**config.mk**
```make
export PLATFORM = sky130hd
export DESIGN_NAME = pipe_ctrl
export DESIGN_NICKNAME = d
export VERILOG_FILES = /design/src/rtl/pipe_ctrl_pkg.sv /design/src/rtl/pipe_ctrl_hazard_detect.sv /design/src/rtl/pipe_ctrl.sv
export SDC_FILE = /design/constraint.sdc
export NUM_CORES = 1
export LEC_CHECK = 0
export ABC_AREA = 0
export BUFFER_PORTS_ARGS = -buffer_cell sky130_fd_sc_hd__buf_4
export CELL_PAD_IN_SITES_DETAIL_PLACEMENT = 1
export CELL_PAD_IN_SITES_GLOBAL_PLACEMENT = 1
export CORE_ASPECT_RATIO = 0.75
export CORE_MARGIN = 5
export CORE_UTILIZATION = 25
export CTS_CLUSTER_DIAMETER = 40
export CTS_CLUSTER_SIZE = 8
export DETAILED_ROUTE_END_ITERATION = 12
export PLACE_DENSITY = 0.61
export RECOVER_POWER = 25
export REMOVE_ABC_BUFFERS = 1
export SETUP_SLACK_MARGIN = 0.15
export SYNTH_ARGS = -nofsm -noshare
export SYNTH_HDL_FRONTEND = slang
export SYNTH_SLANG_ARGS = --single-unit
```
**constraint.sdc**
```tcl
create_clock -name clk -period 4.7 [get_ports clk]
set_input_delay 0.47 -clock clk [delete_from_list [all_inputs] [get_ports clk]]
set_output_delay 0.47 -clock clk [all_outputs]
set_load 0.1 [all_outputs]
```
**src/rtl/pipe_ctrl_pkg.sv**
```systemverilog
// pipe_ctrl_pkg: shared types and constants for the pipeline sequencing
// controller and its hazard compare sub-module.
package pipe_ctrl_pkg;

    // Controller states. STEP is only reachable when SINGLE_STEP_EN is defined.
    typedef enum logic [1:0] {
        RUN  = 2'd0,
        HALT = 2'd1,
        STEP = 2'd2
    } pc_state_t;

    // Register 0 is hardwired to zero, so writes to it never create a hazard.
    localparam int REG_ZERO = 0;

    // Instruction word loaded into a pipeline register when it is flushed.
    localparam logic [15:0] NOP_INSTR = 16'h0000;

    // Default widths for the controller parameters.
    localparam int CNT_W_DEF = 16;
    localparam int REG_W_DEF = 3;

endpackage

```
**src/rtl/pipe_ctrl_hazard_detect.sv**
```systemverilog
// hazard_detect: purely combinational load-use compare between the load in EX
// and the source registers of the instruction in ID. Kept separate so the
// forwarding unit can reuse the same compare.
module hazard_detect
    import pipe_ctrl_pkg::*;
#(
    parameter int REG_W = REG_W_DEF
) (
    input  logic [REG_W-1:0] id_rs1,
    input  logic [REG_W-1:0] id_rs2,
    input  logic             id_use_rs1,
    input  logic             id_use_rs2,
    input  logic             ex_is_load,
    input  logic [REG_W-1:0] ex_rd,
    output logic             load_use
);

    logic rd_nonzero;
    logic rs1_hit;
    logic rs2_hit;

    // A load into r0 is harmless; only a real source read of the load target stalls.
    always_comb begin
        rd_nonzero = (ex_rd != REG_W'(REG_ZERO));
        rs1_hit    = id_use_rs1 && (id_rs1 == ex_rd);
        rs2_hit    = id_use_rs2 && (id_rs2 == ex_rd);
        load_use   = ex_is_load && rd_nonzero && (rs1_hit || rs2_hit);
    end

endmodule

```
**src/rtl/pipe_ctrl.sv**
```systemverilog
// pipe_ctrl: pipeline sequencing controller. Drives PC / IF-ID / ID-EX enables
// and flushes for load-use stalls, taken-branch squash and external halt, and
// keeps saturating stall / flush counters.
// Optional feature macro: SINGLE_STEP_EN (adds step_req port and STEP state).
module pipe_ctrl
    import pipe_ctrl_pkg::*;
#(
    parameter int CNT_W = CNT_W_DEF,
    parameter int REG_W = REG_W_DEF
) (
    input  logic             clk,
    input  logic             rst,
    input  logic [REG_W-1:0] id_rs1,
    input  logic [REG_W-1:0] id_rs2,
    input  logic             id_use_rs1,
    input  logic             id_use_rs2,
    input  logic             ex_is_load,
    input  logic [REG_W-1:0] ex_rd,
    input  logic             ex_branch_taken,
    input  logic             halt_req,
`ifdef SINGLE_STEP_EN
    input  logic             step_req,
`endif
    output logic             pc_en,
    output logic             if_id_en,
    output logic             id_ex_en,
    output logic             if_id_flush,
    output logic             id_ex_flush,
    output logic             halted,
    output logic [CNT_W-1:0] stall_cnt,
    output logic [CNT_W-1:0] flush_cnt
);

    localparam logic [CNT_W-1:0] CNT_MAX = '1;

    pc_state_t state;
    pc_state_t state_next;

    logic load_use;

    // Controls an active (RUN or STEP) cycle would produce.
    logic act_pc_en;
    logic act_if_id_en;
    logic act_id_ex_en;
    logic act_if_id_flush;
    logic act_id_ex_flush;
    logic act_branch;
    logic act_stall;
    logic act_normal;

    // Events that close on this edge and bump a counter.
    logic stall_evt;
    logic flush_evt;

    hazard_detect #(
        .REG_W (REG_W)
    ) u_hazard_detect (
        .id_rs1     (id_rs1),
        .id_rs2     (id_rs2),
        .id_use_rs1 (id_use_rs1),
        .id_use_rs2 (id_use_rs2),
        .ex_is_load (ex_is_load),
        .ex_rd      (ex_rd),
        .load_use   (load_use)
    );

    // Priority mux for an active cycle: branch squash beats load-use stall.
    always_comb begin
        act_pc_en       = 1'b1;
        act_if_id_en    = 1'b1;
        act_id_ex_en    = 1'b1;
        act_if_id_flush = 1'b0;
        act_id_ex_flush = 1'b0;
        act_branch      = 1'b0;
        act_stall       = 1'b0;
        act_normal      = 1'b0;
        if (ex_branch_taken) begin
            // ID instruction is squashed, so any load-use on it is irrelevant.
            act_if_id_flush = 1'b1;
            act_id_ex_flush = 1'b1;
            act_branch      = 1'b1;
        end else if (load_use) begin
            // Hold PC and IF/ID, push a bubble into ID/EX.
            act_pc_en       = 1'b0;
            act_if_id_en    = 1'b0;
            act_id_ex_flush = 1'b1;
            act_stall       = 1'b1;
        end else begin
            act_normal      = 1'b1;
        end
    end

    // State register.
    always_ff @(posedge clk) begin
        if (rst) begin
            state <= RUN;
        end else begin
            state <= state_next;
        end
    end

    // Next-state and output decode; reset forces plain RUN behaviour.
    always_comb begin
        state_next  = state;
        pc_en       = 1'b1;
        if_id_en    = 1'b1;
        id_ex_en    = 1'b1;
        if_id_flush = 1'b0;
        id_ex_flush = 1'b0;
        halted      = 1'b0;
        stall_evt   = 1'b0;
        flush_evt   = 1'b0;
        if (rst) begin
            state_next = RUN;
        end else begin
            case (state)
                RUN: begin
                    pc_en       = act_pc_en;
                    if_id_en    = act_if_id_en;
                    id_ex_en    = act_id_ex_en;
                    if_id_flush = act_if_id_flush;
                    id_ex_flush = act_id_ex_flush;
                    stall_evt   = act_stall;
                    flush_evt   = act_branch;
                    // Halt only takes effect after a clean cycle; otherwise it
                    // is re-evaluated next cycle while halt_req stays high.
                    if (halt_req && act_normal) begin
                        state_next = HALT;
                    end
                end
                HALT: begin
                    pc_en    = 1'b0;
                    if_id_en = 1'b0;
                    id_ex_en = 1'b0;
                    halted   = 1'b1;
                    if (!halt_req) begin
                        state_next = RUN;
                    end
`ifdef SINGLE_STEP_EN
                    else if (step_req) begin
                        state_next = STEP;
                    end
`endif
                end
`ifdef SINGLE_STEP_EN
                STEP: begin
                    pc_en       = act_pc_en;
                    if_id_en    = act_if_id_en;
                    id_ex_en    = act_id_ex_en;
                    if_id_flush = act_if_id_flush;
                    id_ex_flush = act_id_ex_flush;
                    stall_evt   = act_stall;
                    flush_evt   = act_branch;
                    state_next  = halt_req ? HALT : RUN;
                end
`endif
                default: begin
                    state_next = RUN;
                end
            endcase
        end
    end

    // Saturating stall counter.
    always_ff @(posedge clk) begin
        if (rst) begin
            stall_cnt <= '0;
        end else if (stall_evt && (stall_cnt != CNT_MAX)) begin
            stall_cnt <= stall_cnt + 1'b1;
        end
    end

    // Saturating flush counter.
    always_ff @(posedge clk) begin
        if (rst) begin
            flush_cnt <= '0;
        end else if (flush_evt && (flush_cnt != CNT_MAX)) begin
            flush_cnt <= flush_cnt + 1'b1;
        end
    end

endmodule
```
==> metrics.md, run 1 <==
| Metric | Value |
|---|---|
| Outcome | `finished, final reports clean` |
| Max H-tree Level | `2` |
| Syn avg cell area | `around 8.8 sq um` |
| Fin area | `approximately 2300 sq um` |
| Area contributors post-synth | `dfxtp_1 (37%), xor2_1 (3.9%), nor2_1 (3.8%)` |
| Cell Pwr Density | `241 nW/um^2` |
| Hold Path End | `state[0]$_SDFFE_PP0P_` |
| Synth top area share | `0.372` |
| Number of gates resized after cts | `0` |
| Post-DP HPWL | `between 3000 and 4000 um` |
| Clock Latency Late Sink | `roughly 280 ps` |
| Max FO, Critical Path | `3` |
| Floorplan row count | `26` |
| Final WS setup | `2180 ps` |
| Crit Path Category | `in -> out` |
| P&R area growth vs syn | `28.0%` |
| Hold Crit Depth | `2` |
| Sequential element share of the synthesized area | `0.372` |
| Core area | `a little under 7000 sq um` |
| R2R setup slack | `around 2400 ps` |
| Die footprint | `approximately 8900 sq um` |
| First-pass DRT Iterations | `4` |
| CTS tree | `done` |
| Layout net count | `about 270` |
| Seq cells post-synth | `33` |
| Commonest register cell after synthesis | `dfxtp_1` |
| Mapped Cells | `about 200` |
| Sequential cell area | `~660 sq um` |
| Reg-to-reg endpoint | `stall_cnt[1]$_SDFFE_PP0P_` |
| Vias/cell | `roughly 5.0` |
| Vias post-DR | `roughly 1800` |
| Synth async-reset ratio | `0` |
| Post-synthesis cell type count | `47` |
| CTS Root Cell | `clkbuf_8` |
| Clock buffer depth | `2` |
| Die Wd | `approximately 110 um` |
| Crit path launch type | `primary input` |
| Min-delay src | `halt_req` |
| Initial antenna violation count | `0` |
| Worst hold path class | `in -> reg` |
| Max-cap viol count | `0` |
| Global-route wire length before repair | `~9000 um` |
| LEAKAGE | `roughly 0.79 nW` |
| Largest net degree at the start of global routing | `35` |
| Ratio of cells with drive above 1 in the final layout | `0.227` |
| # diodes | `0` |
| Die Y | `between 80 and 90 um` |
| Endpoints failing setup | `0` |
| CP Capture Type | `primary output` |
| CP arrival | `between 2000 and 2500 ps` |
| Place WS | `around 2200 ps` |
| Top Ports | `54` |
| Clk slew on worst S/H paths | `approximately 60 ps` |
| Final Hold Vio Count | `0` |
| Setup Buffers After CTS | `0` |
| Post-DRT Antenna Nets | `0` |
| Drt drc | `0` |
| Fin. max-slew vios | `0` |
| Post-placement cell area | `around 2300 sq um` |
| R2R cell count | `6` |
| Final WL | `5190 um` |
| CP Launch Point | `ex_rd[1]` |
| Post-synth EDFFs | `0` |
| WL per Instance | `14.7 um` |
| Vias in the first global route | `1795` |
| Worst hold slack | `421 ps` |
| Clock Skews | `7.99 ps` |
| Area of the multi-input gates | `1060 sq um` |
| Peak VDD IR | `about 0.00010 V` |
| FMAX | `between 300 and 400 MHz` |
| I/O Buffers | `53` |
| Slew margin rel. | `0.213` |
| Placer Congestion | `~0.73` |
| CP Data Required Time | `around 4200 ps` |
| Worst r2r src | `stall_cnt[0]$_SDFFE_PP0P_` |
| Clock Sinks | `33` |
| RSZ-0062 raised after global routing | `no` |
| All-layer global routing usage | `0.121` |
| Post-synthesis cell area | `roughly 1800 sq um` |
| Tcrit/Tclk final | `0.536` |
| CTS buffer count | `5` |
| Grt ovf | `0` |
| Cts hold-fix bufs | `0` |
| Starting Density | `0.259` |
| TNS Setup | `0 ps` |
| Synth Warn # | `0` |
| Largest area contributor in the netlist | `dfxtp_1` |
| DRT iter0 DRCs | `65` |
| Slew @ Worst Pin | `1190 ps` |
| Fillers | `~830` |
| Tmin final | `2520 ps` |
-- power by group --
part           switching (mW)  total (mW)  internal [mW]
combinational          0.0462      0.0663         0.0202
clock                   0.101       0.199         0.0975
sequential            0.00235       0.284          0.281
total                   0.150       0.549          0.399
-- cell families (layout without fill, tap and decap cells) --
kind of cell / after synthesis / in the layout / synth area share
simple gates: 89 / 89 / 0.296
compound gates: 45 / 45 / 0.172
flops: 33 / 33 / 0.372
xor+xnor: 15 / 15 / 0.0739
buf+inv: 12 / 65 / 0.0338
mux: 6 / 6 / 0.0380
fa+ha+maj: 2 / 2 / 0.0141
-- area by class of cell --
cell class,count,share of cell area
multi-input combinational,157,0.465
sequential,33,0.291
timing repair buffer,54,0.150
tap,98,0.0539
clock buffer,5,0.0303
inverter,5,0.00826
clock inverter,1,0.00220
-- worst max-delay path by stage --
stage / endpoint / depth (start not counted) / slack (ps)
finish: pc_en / 6 / 2180
global route: pc_en / 6 / 2070
CTS: pc_en / 6 / 2180
detailed placement: pc_en / 6 / 2190
global placement: pc_en / 6 / 2290
floorplan: if_id_en / 4 / -1050
-- synth_stat cells (3+ instances only) --
cell,number
xnor2_1,7
dfxtp_1,33
mux2i_1,3
nor2_1,18
o31ai_1,7
o41ai_1,6
o21ai_0,8
a21oi_1,13
clkbuf_1,4
nand3_1,11
inv_1,4
nand2_1,15
nor2b_1,4
nand4_1,6
or4_1,4
or4b_1,3
or3_1,5
xor2_1,8
and4_1,6
o311ai_0,3
-- registers in the layout, summed over array words and instances (netlist names) --
name and flops:
stall_cnt 16, flush_cnt 16, state 1
-- through the flow --
step                std cells  power, mW  utilization
finish                    353      0.549        0.331
global route              353      0.579        0.331
CTS                       353      0.563        0.341
detailed placement        347      0.358        0.330
global placement          347      0.357        0.330
floorplan                 195      0.332            -
-- worst max-delay path, cell delays in order --
cell      delay (ps)
clkbuf_1         120
o31ai_1          510
o21ba_2          240
nor2b_1          130
o21ai_0          230
buf_4            350
-- placed cells by master, fill, tap and decap left out, types with 2 or more instances in the layout --
| master | Yosys | layout |
|---|---|---|
| nor2_1 | 18 | 18 |
| clkbuf_1 | 4 | 17 |
| o211ai_1 | 2 | 2 |
| or4_1 | 4 | 4 |
| o31ai_1 | 7 | 7 |
| buf_4 | 2 | 37 |
| nor2b_1 | 4 | 4 |
| nand2_1 | 15 | 15 |
| ha_1 | 2 | 2 |
| o21ai_0 | 8 | 8 |
| mux2_2 | 2 | 2 |
| and3_1 | 2 | 2 |
| o311ai_0 | 3 | 3 |
| and4_1 | 6 | 6 |
| mux2i_1 | 3 | 3 |
| o41ai_1 | 6 | 6 |
| or3_1 | 5 | 5 |
| dfxtp_1 | 33 | 33 |
| or2_2 | 2 | 2 |
| inv_1 | 4 | 4 |
| xnor2_1 | 7 | 7 |
| or4b_1 | 3 | 3 |
| nor3_1 | 2 | 2 |
| xor2_1 | 8 | 8 |
| nand3_1 | 11 | 11 |
| a21oi_1 | 13 | 13 |
| clkbuf_8 | 0 | 5 |
| nand4_1 | 6 | 6 |
-- metal layers --
metal  wire length, um  share of wire  up-vias  global-route usage
met5                 0              0        -                   0
met4                35         0.0067        0              0.0310
met3               288          0.056        4              0.0318
met2              2240           0.43       43               0.179
met1              2620           0.51      835               0.173
li1                  -              -      869                   -
(Power assumes the default switching activity.)
==> inputs of run 2 (changes only) <==
clock period = 2.6 ns   (was 4.7 ns; I/O delays follow)
==> run 2 against run 1 <==
Effect of this change: non-clock buffer count up 1; first-iteration DRC count is 29% lower; power up 87%; sequential share of layout area down 0.25 points; core utilization grew 0.29 points; sequential power is 81% higher; setup slack lost 1800 ps; clock skew decreased by 2.6 ps; highest routed layer unchanged; hold slack lost 210 ps.
==> metrics.md, run 2 (synthesis results as in run 1) <==
| Metric | Value |
|---|---|
| Outcome | `finished, final reports clean` |
| Reg-to-reg endpoint | `stall_cnt[1]$_SDFFE_PP0P_` |
| Worst r2r src | `stall_cnt[0]$_SDFFE_PP0P_` |
| Worst hold slack | `213 ps (-208 ps)` |
| Vias/cell | `4.86 (-1.9%)` |
| LEAKAGE | `0.798 nW (+1.1%)` |
| Floorplan row count | `26 (unchanged)` |
| Max-cap viol count | `0 (unchanged)` |
| DRT iter0 DRCs | `46 (-29%)` |
| Most frequent cells in the layout | `buf_4 (38), dfxtp_1 (33), nor2_1 (18), clkbuf_1 (18), nand2_1 (15)` |
| CTS tree | `done` |
| Ratio of cells with drive above 1 in the final layout | `0.230 (+0.00212)` |
| Starting Density | `0.259 (unchanged)` |
| Worst path cell trace | `ha_1, nand2_1, or4_4, nor2b_4, nor2_2, mux2_4` |
| Clock buffer depth | `2 (unchanged)` |
| # diodes | `0 (unchanged)` |
| Fin. max-slew vios | `0 (unchanged)` |
| Max FO, Critical Path | `17 (+14)` |
| Area of the multi-input gates | `1060 sq um (unchanged)` |
| Global-route wire length before repair | `8690 um (-3.4%)` |
| First-pass DRT Iterations | `4 (unchanged)` |
| Placer Congestion | `0.750 (+2.7%)` |
| Tcrit/Tclk final | `0.849` |
| R2R cell count | `6 (unchanged)` |
| Vias post-DR | `1727 (-1.4%)` |
| Crit path launch type | `flip-flop` |
| Max H-tree Level | `2 (unchanged)` |
| Peak VDD IR | `0.000167 V (+60%)` |
| Post-placement cell area | `2270 sq um (+0.33%)` |
| Slowest CP cell | `or4_4` |
| Final Hold Vio Count | `0 (unchanged)` |
| Fin area | `2290 sq um (+0.88%)` |
| Die Wd | `107 um (unchanged)` |
| WL per Instance | `14.2 um (-3.1%)` |
| Crit Path Category | `reg -> reg` |
| Slew margin rel. | `0.221 (+0.00797)` |
| Layout net count | `275 (+0.36%)` |
| CP Data Required Time | `2770 ps (-1460 ps)` |
| Commonest non-fill, non-tap cell in the layout | `buf_4` |
| CTS Root Cell | `clkbuf_8` |
| Worst hold path class | `in -> reg` |
| Endpoints failing setup | `0 (unchanged)` |
| Die Y | `83.0 um (unchanged)` |
| Final WL | `5050 um (-2.5%)` |
| Top Ports | `54 (unchanged)` |
| I/O Buffers | `53 (unchanged)` |
| Grt ovf | `0 (unchanged)` |
| Slew @ Worst Pin | `1170 ps (-12.0 ps)` |
| CP Launch Point | `stall_cnt[0]$_SDFFE_PP0P_` |
| # placed instances | `348 (+0.29%)` |
| Post-DP HPWL | `3900 um (+0.69%)` |
| Crit path to | `stall_cnt[1]$_SDFFE_PP0P_` |
| Clock Latency Late Sink | `280 ps (about the same)` |
| Tmin final | `2210 ps` |
| Clock Skews | `5.37 ps (-2.62 ps)` |
| Final std cells w/o fill | `355 (+0.57%)` |
| TNS Setup | `0 ps (unchanged)` |
| Sequential cell area | `661 sq um (unchanged)` |
| Top flop regs | `flush_cnt: 16 flops, stall_cnt: 16 flops, state: 1 flops` |
| P&R area growth vs syn | `29.1%` |
| Number of gates resized after cts | `0 (unchanged)` |
| Max incr delay on CP | `580 ps (+70 ps)` |
| Clk slew on worst S/H paths | `70 ps (about the same)` |
| Family with the most delay on the worst path | `simple AND/OR/NAND/NOR gates` |
| Die footprint | `8910 sq um (unchanged)` |
| CTS buffer count | `5 (unchanged)` |
| Fillers | `843 (+1.4%)` |
| Largest net degree at the start of global routing | `35 (unchanged)` |
| All-layer global routing usage | `0.118 (-0.00347)` |
| FMAX | `about 450 MHz` |
| Cell Pwr Density | `447 nW/um^2 (+85%)` |
| Core area | `6860 sq um (unchanged)` |
| CP arrival | `2370 ps (+320 ps)` |
| Clock Sinks | `33 (unchanged)` |
| Drt drc | `0 (unchanged)` |
| Vias in the first global route | `1775 (-1.1%)` |
| Cts hold-fix bufs | `0 (unchanged)` |
| RSZ-0062 raised after global routing | `no` |
| Worst path bufs/invs | `0 (-2)` |
| R2R setup slack | `390 ps (-2050 ps)` |
| CP Capture Type | `flip-flop` |
| Initial antenna violation count | `0 (unchanged)` |
| Post-DRT Antenna Nets | `0 (unchanged)` |
| Setup Buffers After CTS | `0 (unchanged)` |
| Critical path depth | `6 (unchanged)` |
## run 2: how the worst min path moves through the flow
stage | slack, ps | startpoint | end | depth (start not counted)
floorplan | 330 | rst | flush_cnt[4]$_SDFFE_PP0P_ | 1
global placement | 470 | flush_cnt[5]$_SDFFE_PP0P_ | flush_cnt[5]$_SDFFE_PP0P_ | 1
detailed placement | 490 | stall_cnt[11]$_SDFFE_PP0P_ | stall_cnt[11]$_SDFFE_PP0P_ | 2
CTS | 200 | halt_req | state[0]$_SDFFE_PP0P_ | 2
global route | 200 | halt_req | state[0]$_SDFFE_PP0P_ | 2
finish | 210 | halt_req | state[0]$_SDFFE_PP0P_ | 2
## run 2: report_power, final
group          internal [mW]  total (mW)  switching (mW)
combinational         0.0375       0.120          0.0823
clock                  0.210       0.393           0.182
sequential             0.508       0.513         0.00444
## run 2: layer usage
metal / part of all wire / global-route usage / routed length (um) / up-vias
met3: 0.054 / 0.0364 / 272 / 5
met4: 0.012 / 0.0447 / 62 / 0
li1: - / - / - / 868
met5: 0 / 0 / 0 / -
met2: 0.41 / 0.170 / 2070 / 44
met1: 0.52 / 0.162 / 2650 / 810
## run 2: worst reg2reg max path: stages (launching register included)
cell and delay, ps:
dfxtp_1 410, ha_1 270, nand2_1 120, or4_4 580, nor2b_4 350, nor2_2 70
mux2_4 300
## run 2: per-stage QoR
stage	total power [mW]	util	setup WS, ps
4_1_cts	1.05	0.343	414
3_5_place_dp	0.647	0.331	403
3_3_place_gp	0.646	0.331	491
5_1_grt	1.08	0.334	272
2_1_floorplan	0.599	-	-2730
6_report	1.03	0.334	393
## run 2: cell type report
cell class                 instances  area share
timing repair buffer              55       0.152
tap                               98      0.0535
inverter                           5     0.00818
multi-input combinational        157       0.460
sequential                        33       0.288
clock buffer                       7      0.0376
==> inputs of run 3 (changes only) <==
PLACE_DENSITY = 0.63   (was 0.61)
clock period = 1.8 ns   (was 2.6 ns; I/O delays follow)
==> run 3 against run 2 <==
Effect of this change: the run now ends with negative setup slack left; via count is 17% higher; core utilization increased by 12 points; critical path depth up 1; first-iteration DRC count is 43% higher; setup slack got worse by 410 ps; sequential share of layout area down 7.4 points; non-clock buffer count grew 58; global-route usage rose by 2.8 points; fmax rose by 22%; critical path type unchanged; highest routed layer unchanged.
==> metrics.md, run 3 (synthesis results as in run 1) <==
| Metric | Value |
|---|---|
| Max H-tree Level | `2 (unchanged)` |
| Slowest CP cell | `or4b_4` |
| Ratio of cells with drive above 1 in the final layout | `0.578 (+0.348)` |
| Post-DP HPWL | `4600 um (+18%)` |
| DRT iter0 DRCs | `66 (+43%)` |
| Vias/cell | `4.91 (+0.89%)` |
| RSZ-0062 raised after global routing | `yes` |
| Slew @ Worst Pin | `559 ps (-615 ps)` |
| Tmin final | `1810 ps (-392 ps)` |
| WL per Instance | `16.2 um (+14%)` |
| Largest net degree at the start of global routing | `13 (-63%)` |
| Starting Density | `0.259 (unchanged)` |
| Max-cap viol count | `0 (unchanged)` |
| I/O Buffers | `53 (unchanged)` |
| Final WS setup | `-14.8 ps (-408 ps)` |
| Post-placement cell area | `2590 sq um (+14%)` |
| Commonest non-fill, non-tap cell in the layout | `buf_4` |
| Clock Skews | `4.61 ps (-0.769 ps)` |
| Layout net count | `333 (+21%)` |
| Max incr delay on CP | `550 ps (-30 ps)` |
| Max FO, Critical Path | `3 (-14)` |
| P_int | `1.14 mW (+50%)` |
| Clock Sinks | `33 (unchanged)` |
| Clk slew on worst S/H paths | `70 ps (about the same)` |
| Net Sw Frac | `0.278 (+0.0158)` |
| Die footprint | `8910 sq um (unchanged)` |
| Total power | `1.58 mW (+54%)` |
| Outcome | `finished, violations left` |
| CP most frequent cell | `buf_6` |
| Combinational share of power | `0.160 (+0.043)` |
| Failing checks | `negative setup slack` |
| All-layer global routing usage | `0.146 (+0.0281)` |
| Crit Path Category | `reg -> reg` |
| Peak VDD IR | `0.000246 V (+47%)` |
| Die Y | `83.0 um (unchanged)` |
| Die Wd | `107 um (unchanged)` |
| Final Hold Vio Count | `0 (unchanged)` |
| Most frequent cells in the layout | `buf_4 (87), dfxtp_1 (25), nor2_1 (18), nand2_1 (14), clkbuf_2 (14)` |
| LEAKAGE | `1.23 nW (+55%)` |
| First-pass DRT Iterations | `4 (unchanged)` |
| Clock Power Share | `0.371 (-0.012)` |
| Crit path launch type | `flip-flop` |
| TNS Setup | `-34.5 ps (-34.5 ps)` |
| Part of the power in registers | `0.469 (-0.031)` |
| Top flop regs | `flush_cnt: 16 flops, stall_cnt: 16 flops, state: 1 flops` |
| Floorplan row count | `26 (unchanged)` |
| Global-route wire length before repair | `10600 um (+22%)` |
| NetSw | `0.439 mW (+63%)` |
| Cell Pwr Density | `503 nW/um^2 (+12%)` |
| P&R area growth vs syn | `76.5%` |
| Clock buffer depth | `2 (unchanged)` |
| Slew margin rel. | `0.629 (+0.408)` |
| FMAX | `551 MHz (+22%)` |
| Vias in the first global route | `2146 (+21%)` |
| Post-DRT Antenna Nets | `0 (unchanged)` |
| Fin. max-slew vios | `0 (unchanged)` |
| CTS buffer count | `5 (unchanged)` |
| Top Ports | `54 (unchanged)` |
| Tcrit/Tclk final | `1.01 (+0.159)` |
| CP Capture Type | `flip-flop` |
| Vias post-DR | `2027 (+17%)` |
| Initial antenna violation count | `0 (unchanged)` |
| Endpoints failing setup | `3 (+3)` |
| CP arrival | `1990 ps (-380 ps)` |
| Drt drc | `0 (unchanged)` |
| Worst hold path class | `in -> reg` |
| Core area | `6860 sq um (unchanged)` |
| Place WS | `-132 ps (-535 ps)` |
| Worst path cell trace | `or4b_4, nor4_4, o21ai_2, buf_6, buf_6, o211ai_1, o31ai_1` |
| CTS Root Cell | `clkbuf_8` |
| # diodes | `0 (unchanged)` |
| R2R setup slack | `-10 ps (-410 ps)` |
| Clock Latency Late Sink | `290 ps (about the same)` |
| CTS tree | `done` |
| Placer Congestion | `0.753 (+0.35%)` |
| Grt ovf | `0 (unchanged)` |
| Fin area | `3140 sq um (+37%)` |
| Final WL | `6680 um (+32%)` |
| CP Data Required Time | `1970 ps (-800 ps)` |
## run 3: routing by layer
metal | vias up | part of all wire | GRT usage
li1 | 982 | - | -
met1 | 998 | 0.47 | 0.191
met2 | 43 | 0.48 | 0.231
met3 | 4 | 0.048 | 0.0403
met4 | 0 | 0.011 | 0.0482
met5 | - | 0 | 0
## run 3: worst paths after layout
check | start | end | cells after the start
hold / removal | halt_req | state[0]$_SDFFE_PP0P_ | 2
setup / recovery | state[0]$_SDFFE_PP0P_ | stall_cnt[13]$_SDFFE_PP0P_ | 7
setup reg to reg | state[0]$_SDFFE_PP0P_ | stall_cnt[13]$_SDFFE_PP0P_ | 7
hold reg to reg | stall_cnt[11]$_SDFFE_PP0P_ | stall_cnt[11]$_SDFFE_PP0P_ | 2
## run 3: power groups by stage
stage               Clock [mW]  Sequential (mW)  Combinational, mW
floorplan                    0            0.779             0.0868
global placement             0            0.755              0.199
detailed placement           0            0.755              0.202
CTS                      0.605            0.738              0.222
global route             0.642            0.739              0.265
finish                   0.585            0.739              0.252
## run 3: worst max-delay path, delay by kind of cell, from the launching register on
family	cells	cell delay [ps]
AND/OR/NAND/NOR	2	730
AO/OA/AOI/OAI	3	390
flip-flops	1	320
buffers and inverters	2	260
## run 3: cell type report
| class | count | area (sq um) |
|---|---|---|
| fill | 810 | 3730 |
| multi-input combinational | 157 | 1360 |
| timing repair buffer | 113 | 882 |
| sequential | 33 | 671 |
| tap | 98 | 123 |
| clock buffer | 7 | 86.3 |
| inverter | 5 | 18.8 |
## run 3: through the flow
step                      std cells  hold WS, ps   util
final                           413          127  0.457
after global routing            413          129  0.457
after CTS                       407          126  0.430
after detailed placement        391          416  0.378
after global placement          391          422  0.378
after floorplan                 195          249      -
## run 3: timing repair
action	in CTS	in global routing
buffers inserted	8	6
endpoints found under the setup margin	19	32
gates resized for setup	51	40
hold buffers	0	0
pin swaps	18	13
hold endpoints to repair	0	0
cloned	1	0
